==> src/rtl/tick_timer_pkg.sv <==
// tick_timer_pkg: shared timer width and FSM state encoding.
// Ports: none (package).
package tick_timer_pkg;
    localparam int TT_WIDTH = 8;
    typedef enum logic [1:0] {
        IDLE = 2'b00,
        RUN  = 2'b01,
        WAIT = 2'b10
    } state_t;
endpackage

==> src/rtl/tick_timer_if.sv <==
// tick_timer_if: control/status bundle between a timer controller and tick_timer.
// Ports: tick, start, stop, auto, period, ack (controller -> timer);
//        count, busy, done, expired, ovr (timer -> controller).
interface tick_timer_if import tick_timer_pkg::*; #(parameter int WIDTH = TT_WIDTH);
    logic             tick;
    logic             start;
    logic             stop;
    logic             auto;
    logic [WIDTH-1:0] period;
    logic             ack;
    logic [WIDTH-1:0] count;
    logic             busy;
    logic             done;
    logic             expired;
    logic             ovr;
    modport master (output tick, start, stop, auto, period, ack,
                    input  count, busy, done, expired, ovr);
    modport slave  (input  tick, start, stop, auto, period, ack,
                    output count, busy, done, expired, ovr);
endinterface

==> src/rtl/tick_timer.sv <==
// tick_timer: down-counts prescaler ticks, pulses done on expiry, keeps sticky expired/overrun flags.
// Ports: CLK clock; RES async active-low reset; bus (slave) carries tick/start/stop/auto/period/ack
//        in and count/busy/done/expired/ovr out, all outputs registered.
module tick_timer import tick_timer_pkg::*; #(
    parameter int WIDTH = TT_WIDTH
) (
    input  logic        CLK,
    input  logic        RES,
    tick_timer_if.slave bus
);
    state_t           state, state_n;
    logic [WIDTH-1:0] count, count_n, per_q, per_n;
    logic             auto_q, auto_n, busy, busy_n, done, done_n;
    logic             expired, exp_n, ovr, ovr_n, fire;

    always_ff @(posedge CLK or negedge RES) begin
        if (!RES) begin
            state   <= IDLE;
            count   <= '0;
            per_q   <= '0;
            auto_q  <= 1'b0;
            busy    <= 1'b0;
            done    <= 1'b0;
            expired <= 1'b0;
            ovr     <= 1'b0;
        end else begin
            state   <= state_n;
            count   <= count_n;
            per_q   <= per_n;
            auto_q  <= auto_n;
            busy    <= busy_n;
            done    <= done_n;
            expired <= exp_n;
            ovr     <= ovr_n;
        end
    end

    always_comb begin
        state_n = state;
        count_n = count;
        per_n   = per_q;
        auto_n  = auto_q;
        fire    = 1'b0;
        case (state)
            IDLE: if (bus.start && bus.period != '0) begin
                per_n   = bus.period;
                auto_n  = bus.auto;
                count_n = bus.period;
                state_n = RUN;
            end
            // stop outranks a coinciding final tick, so an abort never reports expiry
            RUN: if (bus.stop) begin
                count_n = '0;
                state_n = IDLE;
            end else if (bus.tick) begin
                if (count > WIDTH'(1)) begin
                    count_n = count - WIDTH'(1);
                end else if (count == WIDTH'(1)) begin
                    fire    = 1'b1;
                    count_n = auto_q ? per_q : '0;
                    state_n = auto_q ? RUN : WAIT;
                end
            end
            WAIT: if (bus.ack || bus.stop) state_n = IDLE;
            default: state_n = IDLE;
        endcase
        busy_n = state_n == RUN;
        done_n = fire;
        // an expiry beats a same-cycle ack; overrun only when the previous expiry was not acked
        exp_n  = fire | (expired & ~bus.ack);
        ovr_n  = fire ? (ovr | (expired & ~bus.ack)) : (ovr & ~bus.ack);
    end

    assign bus.count   = count;
    assign bus.busy    = busy;
    assign bus.done    = done;
    assign bus.expired = expired;
    assign bus.ovr     = ovr;
endmodule

==> src/flat_wrapper.sv <==
// flat-port wrapper written by rule: the top's interface ports become plain ports
module tick_timer_flat import tick_timer_pkg::*;
#(
    parameter int WIDTH = TT_WIDTH
)
  (CLK, RES, bus_tick, bus_start, bus_stop, bus_auto, bus_period, bus_ack, bus_count, bus_busy, bus_done, bus_expired, bus_ovr);
  tick_timer_if #(.WIDTH(WIDTH)) bus_i ();
  input  logic CLK;
  input  logic RES;
  input wire logic [$bits(bus_i.tick)-1:0] bus_tick;
  input wire logic [$bits(bus_i.start)-1:0] bus_start;
  input wire logic [$bits(bus_i.stop)-1:0] bus_stop;
  input wire logic [$bits(bus_i.auto)-1:0] bus_auto;
  input wire logic [$bits(bus_i.period)-1:0] bus_period;
  input wire logic [$bits(bus_i.ack)-1:0] bus_ack;
  output wire logic [$bits(bus_i.count)-1:0] bus_count;
  output wire logic [$bits(bus_i.busy)-1:0] bus_busy;
  output wire logic [$bits(bus_i.done)-1:0] bus_done;
  output wire logic [$bits(bus_i.expired)-1:0] bus_expired;
  output wire logic [$bits(bus_i.ovr)-1:0] bus_ovr;
  assign bus_i.tick = bus_tick;
  assign bus_i.start = bus_start;
  assign bus_i.stop = bus_stop;
  assign bus_i.auto = bus_auto;
  assign bus_i.period = bus_period;
  assign bus_i.ack = bus_ack;
  assign bus_count = bus_i.count;
  assign bus_busy = bus_i.busy;
  assign bus_done = bus_i.done;
  assign bus_expired = bus_i.expired;
  assign bus_ovr = bus_i.ovr;
  tick_timer #(.WIDTH(WIDTH)) u_core (.CLK(CLK), .RES(RES), .bus(bus_i));
endmodule
==> config.mk <==
export PLATFORM = sky130hd
export DESIGN_NAME = tick_timer_flat
export DESIGN_NICKNAME = d
export VERILOG_FILES = /design/src/rtl/tick_timer_pkg.sv /design/src/rtl/tick_timer_if.sv /design/src/rtl/tick_timer.sv /design/src/flat_wrapper.sv
export SDC_FILE = /design/constraint.sdc
export NUM_CORES = 1
export LEC_CHECK = 0
export ABC_CLOCK_PERIOD_IN_PS = 1830
export CORE_MARGIN = 4
export CORE_UTILIZATION = 46
export DETAILED_ROUTE_END_ITERATION = 7
export PLACE_DENSITY = 0.75
export SLEW_MARGIN = 5
export SYNTH_ARGS = -nofsm -noshare
export SYNTH_HDL_FRONTEND = slang
export SYNTH_SLANG_ARGS = --single-unit
==> constraint.sdc <==
create_clock -name CLK -period 1.83 [get_ports CLK]
set_clock_uncertainty 0.15 [all_clocks]
set_input_delay 0.183 -clock CLK [delete_from_list [all_inputs] [get_ports CLK]]
set_output_delay 0.183 -clock CLK [all_outputs]
set_load 0.02 [all_outputs]
==> impl_metrics.toml <==
[status]
status = "finished, violations left"
violations = "negative setup slack"

[yosys]
ys_async_sr_fraction = 1.000
netlist_area_sq_um = 1344
synth-compound-area-share = 0.2039
synth_top_family_by_area = "simple AND/OR/NAND/NOR gates"
synth_nets = 168
yosys.area_share.simple = 0.2328
synth_top_area_share = 0.4283
yosysWarnings = 0
synthXorXnorAreaFrac = 0.01955
synth_area_leader_cell = "dfrtp_1"
ys_types = 39
synthMuxAreaShare = 0.03818
synthAdderAreaFrac = 0.01862
yosys_register_bits = 23
syn_inst = 151
ys_seq_area_frac = 0.4283
syn_avg_cell_area_sq_um = 8.899
synth_edf_count = 0
synthTopCellsByArea = "dfrtp_1, nand2_1, nor2_1"
ys.flop_type = "dfrtp_1"

[floorplanning]
coreArea_sq_um = 2781
fp.dieW_um = 62.05
rows = 19
die_area_sq_um = 3850
pin_count = 27
die_h_um = 62.05
start_util = 0.4831

[global_route]
grt_overflow = 0
grt_pass1_vias = 1412
antenna_found_initial = 0
grt_pass1_wl_mm = 6.596
grt_max_degree = 24
grtUsageTotal = 0.2362

[routing]
drc = 0
dr.pass1.iters = 5
num_vias = 1433
first_iter_violations = 90
via_per_inst = 5.921
wl_per_cell_um = 17.21
ant_nets = 0
wl_mm = 4.165

[clocking]
cts_hold_buf = 0
worstSkewPairLatency_ns = 0.30
cts_max_level = 1
cts_buffer_depth = 2
clk_pin_slew_worst_paths_ns = 0.13
numCtsBuffers = 3
clockRootBuffer = "clkbuf_4"
cts_tree = "yes"
clock-sinks = 23

[critical_path]
required_ns = 1.91
crit_slowest_cell = "dfrtp_2"
path_delay_family = "simple AND/OR/NAND/NOR gates"
crit_chain = "inv_2 > ha_4 > or2_2 > nand3_2 > buf_6 > mux2i_2 > a22oi_1 > a21oi_1"
crit_fanout = 5
crit_arrival_ns = 2.02
crit_type = "reg2reg"
crit_buf_inv = 2
max_stage_delay_ns = 0.43
cp-start-kind = "flop"
reg2reg_slack_ns = -0.11
worstSetupEndpointType = "flop"

[power]
power_leakage_nw = 0.9089
vdd_drop_max_mv = 0.7981
p_total_mw = 2.041
p_per_area_nw_per_um2 = 1009

[placed_design]
portBuffers = 26
pre_cts_ws_ns = -0.2125
dp_cells = 231
gp_congestion = 0.8821
dp_hpwl_mm = 2.967

[finish]
nNetsFinal = 229
fill_cells = 216
mostFrequentLayoutCell = "buf_4"
antenna_cells = 0
drive_above_1_share = 0.3270
mostFrequentLayoutCells = "buf_4, nand2_1, clkdlybuf4s50_1, dfrtp_1, nor2_1"
syn_to_final_growth_pct = 50.56
final_cell_count_no_fill = 242

[sta]
finalCritPeriodShare = 1.059
drv_slew = 0
setup_viol = 8
worstMarginPinSlew_ns = 0.4777
finalWorstSetupSlack_ns = -0.1084
max-slew-margin-rel = 0.6786
rsz0062_at_grt = "true"
fmax_mhz = 515.9
hold_violations = 0
period_minus_slack_ns = 1.938

[min_path]
hp-class = "in2async"

[run]
maxCapViolations = 0
metrics by stage:
stage               setup TNS [ns]  hold WS (ns)  utilization  instance area [sq um]
detailed placement          -1.685        0.3168       0.6635                   1846
global placement            -1.476        0.3155       0.6635                   1846
floorplan                  -0.6604       -0.2626            -                   1378
CTS                        -0.3820       0.06330       0.6964                   1937
finish                     -0.5633       0.06362       0.7274                   2023
global route                -1.255       0.08545       0.7274                   2023
cell families after synthesis:
kind of cell | after synthesis
and+or+nand+nor | 69
AOI/OAI and AO/OA | 36
DFF | 23
buffers and inverters | 13
muxes | 5
xor gates and xnor gates | 3
adders and majority gates | 2
routing by layer:
metal | track usage | share of wire
met5 | 0 | 0
met4 | 0.1152 | 0.025
met1 | 0.2872 | 0.39
met3 | 0.04545 | 0.083
met2 | 0.3979 | 0.50
registers in the layout, indices dropped and copies added, names as in the netlist:
| register | flops |
|---|---|
| u_core.bus.busy | 1 |
| u_core.bus.done | 1 |
| u_core.per_q | 8 |
| u_core.bus.expired | 1 |
| u_core.bus.ovr | 1 |
| u_core.auto_q | 1 |
| u_core.bus.count | 8 |
| u_core.state | 2 |
synth_stat cells (all sizes together), types with 3 or more instances:
cell     n
a21oi    8
a31oi    5
buf      4
clkbuf   3
dfrtp   23
inv      6
mux2i    4
nand2   31
nand4    4
nor2    16
nor3     3
nor4     3
o21ai    7
or3      3
power by group:
group	leakage, nW	internal (mW)	switching (mW)
Sequential	0.278	0.617	0.0971
Clock	0.0150	0.0850	0.152
Combinational	0.616	0.525	0.566
Total	0.909	1.23	0.814
worst paths after layout:
path                                startpoint  cells past startpoint             endpoint
setup / recovery           u_core.bus.count[0]                      8  u_core.bus.count[1]
hold reg to reg                u_core.per_q[7]                      2      u_core.per_q[7]
min in group CLK                      bus_stop                      2      u_core.state[1]
setup reg to reg           u_core.bus.count[0]                      8  u_core.bus.count[1]
hold / removal                             RES                      2      u_core.bus.done
max in group asynchronous                  RES                      2  u_core.bus.count[7]
what timing repair did:
action,4_1_cts,5_1_grt
setup buffers,4,3
endpoints found under the setup margin,8,13
resized for setup,4,17
cloned,1,0
hold endpoints to repair,0,0
pin swaps,6,7
layout make-up:
type / instances / area [sq um] / area share
inverter: 6 / 22.52 / 0.01113
clock buffer: 4 / 26.28 / 0.01299
timing repair buffer: 62 / 548.0 / 0.2709
sequential: 23 / 584.3 / 0.2888
multi-input combinational: 116 / 803.3 / 0.3970
tap: 31 / 38.79 / 0.01917
Power figures use the tool's default switching activity.
